==> src/rtl/mem_arbiter.sv <==
// Shares one block-memory port between an Icache and a Dcache requester.
// Fixed Dcache priority or round-robin; each grant carries one atomic transaction.
module mem_arbiter #(
    parameter bit D_FIRST = 1'b1
) (
    input  logic         clk,
    input  logic         proc_reset,

    input  logic         i_mem_read,
    input  logic         i_mem_write,
    input  logic [27:0]  i_mem_addr,
    input  logic [127:0] i_mem_wdata,
    output logic [127:0] i_mem_rdata,
    output logic         i_mem_ready,

    input  logic         d_mem_read,
    input  logic         d_mem_write,
    input  logic [27:0]  d_mem_addr,
    input  logic [127:0] d_mem_wdata,
    output logic [127:0] d_mem_rdata,
    output logic         d_mem_ready,

    output logic         mem_read,
    output logic         mem_write,
    output logic [27:0]  mem_addr,
    output logic [127:0] mem_wdata,
    input  logic [127:0] mem_rdata,
    input  logic         mem_ready
);

    localparam logic [1:0] IDLE    = 2'd0;
    localparam logic [1:0] GRANT_I = 2'd1;
    localparam logic [1:0] GRANT_D = 2'd2;

    localparam logic LG_I = 1'b0;
    localparam logic LG_D = 1'b1;

    logic [1:0] state;
    logic [1:0] next_state;
    logic       last_grant;
    logic       next_last_grant;
    logic       i_pending;
    logic       d_pending;

    assign i_pending = i_mem_read | i_mem_write;
    assign d_pending = d_mem_read | d_mem_write;

    // NOTE: every variable gets a default before the case, so no branch can infer a latch.
    always_comb begin
        next_state      = state;
        next_last_grant = last_grant;
        case (state)
            IDLE: begin
                if (i_pending && d_pending) begin
                    if (D_FIRST || (last_grant == LG_I)) next_state = GRANT_D;
                    else                                 next_state = GRANT_I;
                end else if (d_pending) begin
                    next_state = GRANT_D;
                end else if (i_pending) begin
                    next_state = GRANT_I;
                end

                if (next_state == GRANT_I)      next_last_grant = LG_I;
                else if (next_state == GRANT_D) next_last_grant = LG_D;
            end
            GRANT_I, GRANT_D: begin
                // The grant is held until memory completes, whatever the requester does.
                if (mem_ready) next_state = IDLE;
            end
            default: next_state = IDLE;
        endcase
    end

    // NOTE: non-blocking assignments make every flop sample pre-edge values.
    always_ff @(posedge clk or posedge proc_reset) begin
        if (proc_reset) begin
            state      <= IDLE;
            last_grant <= LG_I;
        end else begin
            state      <= next_state;
            last_grant <= next_last_grant;
        end
    end

    always_comb begin
        mem_read    = 1'b0;
        mem_write   = 1'b0;
        mem_addr    = '0;
        mem_wdata   = '0;
        i_mem_ready = 1'b0;
        d_mem_ready = 1'b0;
        case (state)
            GRANT_I: begin
                mem_read    = i_mem_read;
                mem_write   = i_mem_write;
                mem_addr    = i_mem_addr;
                mem_wdata   = i_mem_wdata;
                i_mem_ready = mem_ready;
            end
            GRANT_D: begin
                mem_read    = d_mem_read;
                mem_write   = d_mem_write;
                mem_addr    = d_mem_addr;
                mem_wdata   = d_mem_wdata;
                d_mem_ready = mem_ready;
            end
            default: ;
        endcase
    end

    assign i_mem_rdata = mem_rdata;
    assign d_mem_rdata = mem_rdata;

endmodule

==> config.mk <==
export PLATFORM = sky130hd
export DESIGN_NAME = mem_arbiter
export DESIGN_NICKNAME = d
export VERILOG_FILES = /design/src/rtl/mem_arbiter.sv
export SDC_FILE = /design/constraint.sdc
export NUM_CORES = 1
export LEC_CHECK = 0
export ABC_CLOCK_PERIOD_IN_PS = 1700
export BUFFER_PORTS_ARGS = -buffer_cell sky130_fd_sc_hd__buf_2
export CORE_AREA = 3 3 332 334
export DETAILED_ROUTE_END_ITERATION = 12
export DIE_AREA = 0 0 335 337
export SLEW_MARGIN = 20
export SYNTH_ARGS = -nofsm -noshare
export SYNTH_HDL_FRONTEND = slang
export SYNTH_SLANG_ARGS = --single-unit
export TNS_END_PERCENT = 1
==> constraint.sdc <==
create_clock -name clk -period 1.7 [get_ports clk]
set_input_delay 0.17 -clock clk [delete_from_list [all_inputs] [get_ports clk]]
set_output_delay 0.17 -clock clk [all_outputs]
set_load 0.1 [all_outputs]
After elaboration in Yosys (flattened, before gate mapping)

Cells that the tools add are included.

Memory bits (writable): 0
Logic and storage cells: 22
Memories kept: 0
Bits in registers: 2
Bits in latches: 0
Bits of input ports: 447
Bits in read-only memories: 0

Bitwise logic cells: 2
$mul: 0
Magnitude comparators: 0
Add/subtract/negate cells: 0
Eq/ne operators: 4
Reduce and logical (&&, ||, !) cells: 4
Shift-type cells: 0
Divide/modulo/power cells: 0
Muxes and demuxes: 11

Operator list:

| kind               | number |
|---|---|
| $pmux 128 s2       | 1 |
| $pmux 28 s2        | 1 |
| $mux 2             | 4 |
| $ne 4x4->1 const B | 1 |
| $pmux 1 s2         | 2 |
| $pmux 2 s2         | 1 |
| $eq 2x1->1 const B | 1 |
| $eq 2x2->1 const B | 1 |
| $logic_not 2->1    | 1 |
| $mux 1             | 2 |
| $ne 2x2->1 const B | 1 |
| $or 1x1->1         | 2 |
| $reduce_and 2->1   | 1 |
| $reduce_or 2->1    | 1 |
| $logic_and 1x1->1  | 1 |

Depth between registers and ports, before layout

Word-level depth: 5
Depth in mapped cells: 7
Gate-level depth less buffers: 5

Worst setup path after synthesis

Ideal clock, no wire load.

Kind: reg-to-output
Start point: register state[1]
End point: output port mem_addr[14]
Cell stages (with the launch flop): 8
Data arrival time: 2.413 ns
Setup slack: -0.883 ns
Cell sequence: dfrtp_1 inv_1 ha_1 buf_6 buf_12 buf_12 a22oi_2 nor2b_1

Longest elaborated chain between the ends: 2
Elaborated cells between the ends (all ways): 3

RTL lines:

| what                                     | line | text |
|---|---|---|
| start, declared                          | 38   | `logic [1:0] state;` |
| start signal, assigned                   | 80   | `state <= next_state;` |
| $eq 2x2->1 or $eq 2x1->1 (tied branches) | 92   | `case (state)` |
| $pmux 28 s2 (*)                          | 92   |  |
| end, declared                            | 25   | `output logic [27:0] mem_addr,` |

Every way passes the cells marked *; elsewhere a longest branch is shown, timed or not.

Worst setup path after layout

Start point: register state[1]
End point: output port mem_wdata[8]

Longest elaborated chain between the ends: 2
Elaborated cells between the ends (all ways): 3

RTL lines:

| what                                     | line | text |
|---|---|---|
| $eq 2x2->1 or $eq 2x1->1 (tied branches) | 92   |  |
| $pmux 128 s2 (*)                         | 92   |  |
| end, declared                            | 26   | `output logic [127:0] mem_wdata,` |

Marked as above.

==> flow_summary_export.csv <==
group,metric,value,unit
clock_network,cts-htree-levels,1,
drt,routed.top_layer,"met5",
timing,rsz0062_at_grt,"true",
synthesis,synth-seq-cells,2,
final_layout,regMostFlops,"state",
drt,met1Wirelength,21500,um
setup_path,crit_fanout,23,
synthesis,syn_area_per_cell,8.51,um^2
global_route,grt_pass1_wl,69800,um
setup_path,path_class,"reg2out",
final_layout,drive_gt1_frac,0.948,
flow_run,timing.max_cap.violations,0,
pwr,peakVddDrop,1.08,mV
timing,tightest_slew,0.443,ns
drt,via_per_inst,2.49,
die,fp.dieArea,113000,um^2
timing,finalHoldViolCount,0,
drt,wl_met3,8860,um
placement,dpl.hpwl,54300,um
final_layout,largest_reg_flops,2,
clock_network,clk_pin_slew,0.03,ns
clock_network,cts_root_buf,"clkbuf_16",
drt,post_drt_wl_per_cell,25.5,um
pwr,power.total,28.1,mW
synthesis,seq_area_frac_synth,0.00914,
global_route,grt_pass1_vias,5908,
outcome,failed_checks,"setup timing",
global_route,grt_max_degree,67,
synthesis,synth_cells,644,
global_route,grt_usage,0.0969,
placement,placed_area,11100,um^2
min_path,min_path_type,"in2reg",
clock_network,cts.sinks,2,
timing,min_period,2.09,ns
final_layout,nets,1321,
timing,setup_viol,160,
final_layout,top_regs,"state x2",
timing,period_share,1.23,
final_layout,area_growth,108,%
drt,firstDrtPassIters,4,
die,rows,120,
setup_path,critPathCaptureType,"output port",
synthesis,yosysWarnings,0,
placement,dp_cells,2266,
timing,finClkSkew,0.000754,ns
final_layout,fin_area,11400,um^2
drt,dr_wl_met2,26400,um
clock_network,clk_path_buf_depth,2,
setup_path,crit_path_start_kind,"flip-flop",
global_route,overflow,0,
placement,gp_congestion,0.705,
drt,drt_iter0_drc,145,
final_layout,fin_cells,2278,
clock_network,cts_buffers,3,
synthesis,synth_area,5480,um^2
die,core-area,107000,um^2
synthesis,synth_fp_nets,1094,
drt,vias,5663,
timing,slew_headroom,0.705,
outcome,run_status,"finished, violations left",
synthesis,synth.distinct_cells,18,
die,initial_core_util,0.0511,
timing,setup_slack,-0.387,ns
timing,final-max-slew-violation-count,0,
timing,fmax,0.479,GHz
pwr,power_density,2470,nW/um^2
pwr,power_leakage,4.19,nW
drt,wl,58200,um
die,die_h,337,um
die,die_w,335,um
setup_path,arrival,1.92,ns
global_route,antenna_found_initial,27,
die,pin_count,863,
drt,postRouteAntennaNets,0,
clock_network,insertion_delay,0.22,ns
setup_path,worst_ep_required_time,1.53,ns
drt,drc,0,
clock_network,cts_tree,"yes",
placement,io_buffer_count,478,
## metrics by stage
stage                     setup TNS (ns)  worst slack [ns]   util  hold WS (ns)
after detailed placement          -18.18            -0.341  0.103        0.0255
final                             -43.85            -0.387  0.106         0.318
after global placement            -14.13            -0.327  0.103        0.0238
after global routing              -58.54            -0.447  0.106         0.327
after CTS                         -50.62            -0.457  0.106         0.316
after floorplan                   -23.87            -0.274      -       -0.0888
## cell usage in the layout, fill, tap and decap left out, types with 2 or more instances in the layout
| master | Yosys | routed |
|---|---|---|
| buf_2 | 15 | 318 |
| buf_12 | 11 | 173 |
| nor2b_4 | 0 | 140 |
| a22oi_2 | 100 | 127 |
| a22oi_1 | 58 | 31 |
| buf_4 | 268 | 31 |
| nor2b_2 | 94 | 19 |
| diode_2 | 0 | 6 |
| buf_8 | 0 | 4 |
| a21oi_1 | 3 | 3 |
| ha_4 | 0 | 3 |
| clkbuf_16 | 0 | 3 |
| buf_6 | 6 | 3 |
| inv_1 | 3 | 2 |
| nor2_1 | 2 | 2 |
| dfrtp_1 | 2 | 2 |
## worst max-delay path, stage by stage (launching register included)
cell and delay, ns:
dfrtp_1 0.36, buf_4 0.14, ha_4 0.17, buf_12 0.17, buf_8 0.16, a22oi_1 0.35, nor2b_2 0.12, buf_12 0.19
## cells in the mapped netlist
cell type	n	area, um^2
a21oi_1	3	15.0
nor2b_2	94	823
inv_1	3	11.3
buf_6	6	67.6
ha_1	3	37.5
o22ai_1	1	6.26
o21bai_1	1	7.51
dfrtp_1	2	50.1
buf_2	15	75.1
a22oi_1	58	435
and2_1	2	12.5
o21ai_0	1	5.00
clkbuf_1	9	33.8
nor2_1	2	7.51
a22oi_2	100	1250
nor2b_1	65	407
buf_4	268	2010
buf_12	11	220
## cell type report
class | count | area, um^2
multi-input cells | 330 | 4050
repair buffers | 531 | 5420
flip-flops and latches | 2 | 50.0
well taps | 1403 | 1760
clock buffers | 3 | 75.1
fillers | 12299 | 95800
inverters | 3 | 11.3
diodes | 6 | 15.0
## power breakdown
part           switching, mW  internal (mW)
Sequential            0.0121         0.0686
Clock                 0.0527          0.299
Combinational           17.1           10.6
## final timing paths
kind,endpoint,depth (start not counted),slack [ns],from
worst max-delay path,mem_wdata[8],7,-0.39,state[1]
worst min-delay path,state[0],3,0.32,i_mem_read
worst max register to register,state[0],6,0.11,state[1]
worst min register to register,state[0],3,0.73,state[0]
max in group asynchronous,state[1],3,1.17,proc_reset
min in group asynchronous,state[0],3,0.42,proc_reset
## per-layer routing
layer  global-route usage  vias to the layer above
li1                     -                     2410
met1                0.106                     2512
met2                0.159                      644
met3               0.0652                       77
met4               0.0143                       20
met5                    0                        -
## logic make-up (layout without fill, tap and decap cells)
family          after synthesis  in the layout  synth area share
buf+inv                     312            537             0.442
other cells                   0              6                 0
flops                         2              2           0.00914
simple gates                163            163             0.228
compound gates              164            164             0.314
fa+ha+maj                     3              3           0.00685
## timing repair
action	4_1_cts	5_1_grt
pin swaps	5	1
hold endpoints to repair	2	0
setup buffers	2	0
gates resized for setup	37	6
endpoints found under the setup margin	162	162
hold buffers	1	0
Power figures use the tool's default switching activity.
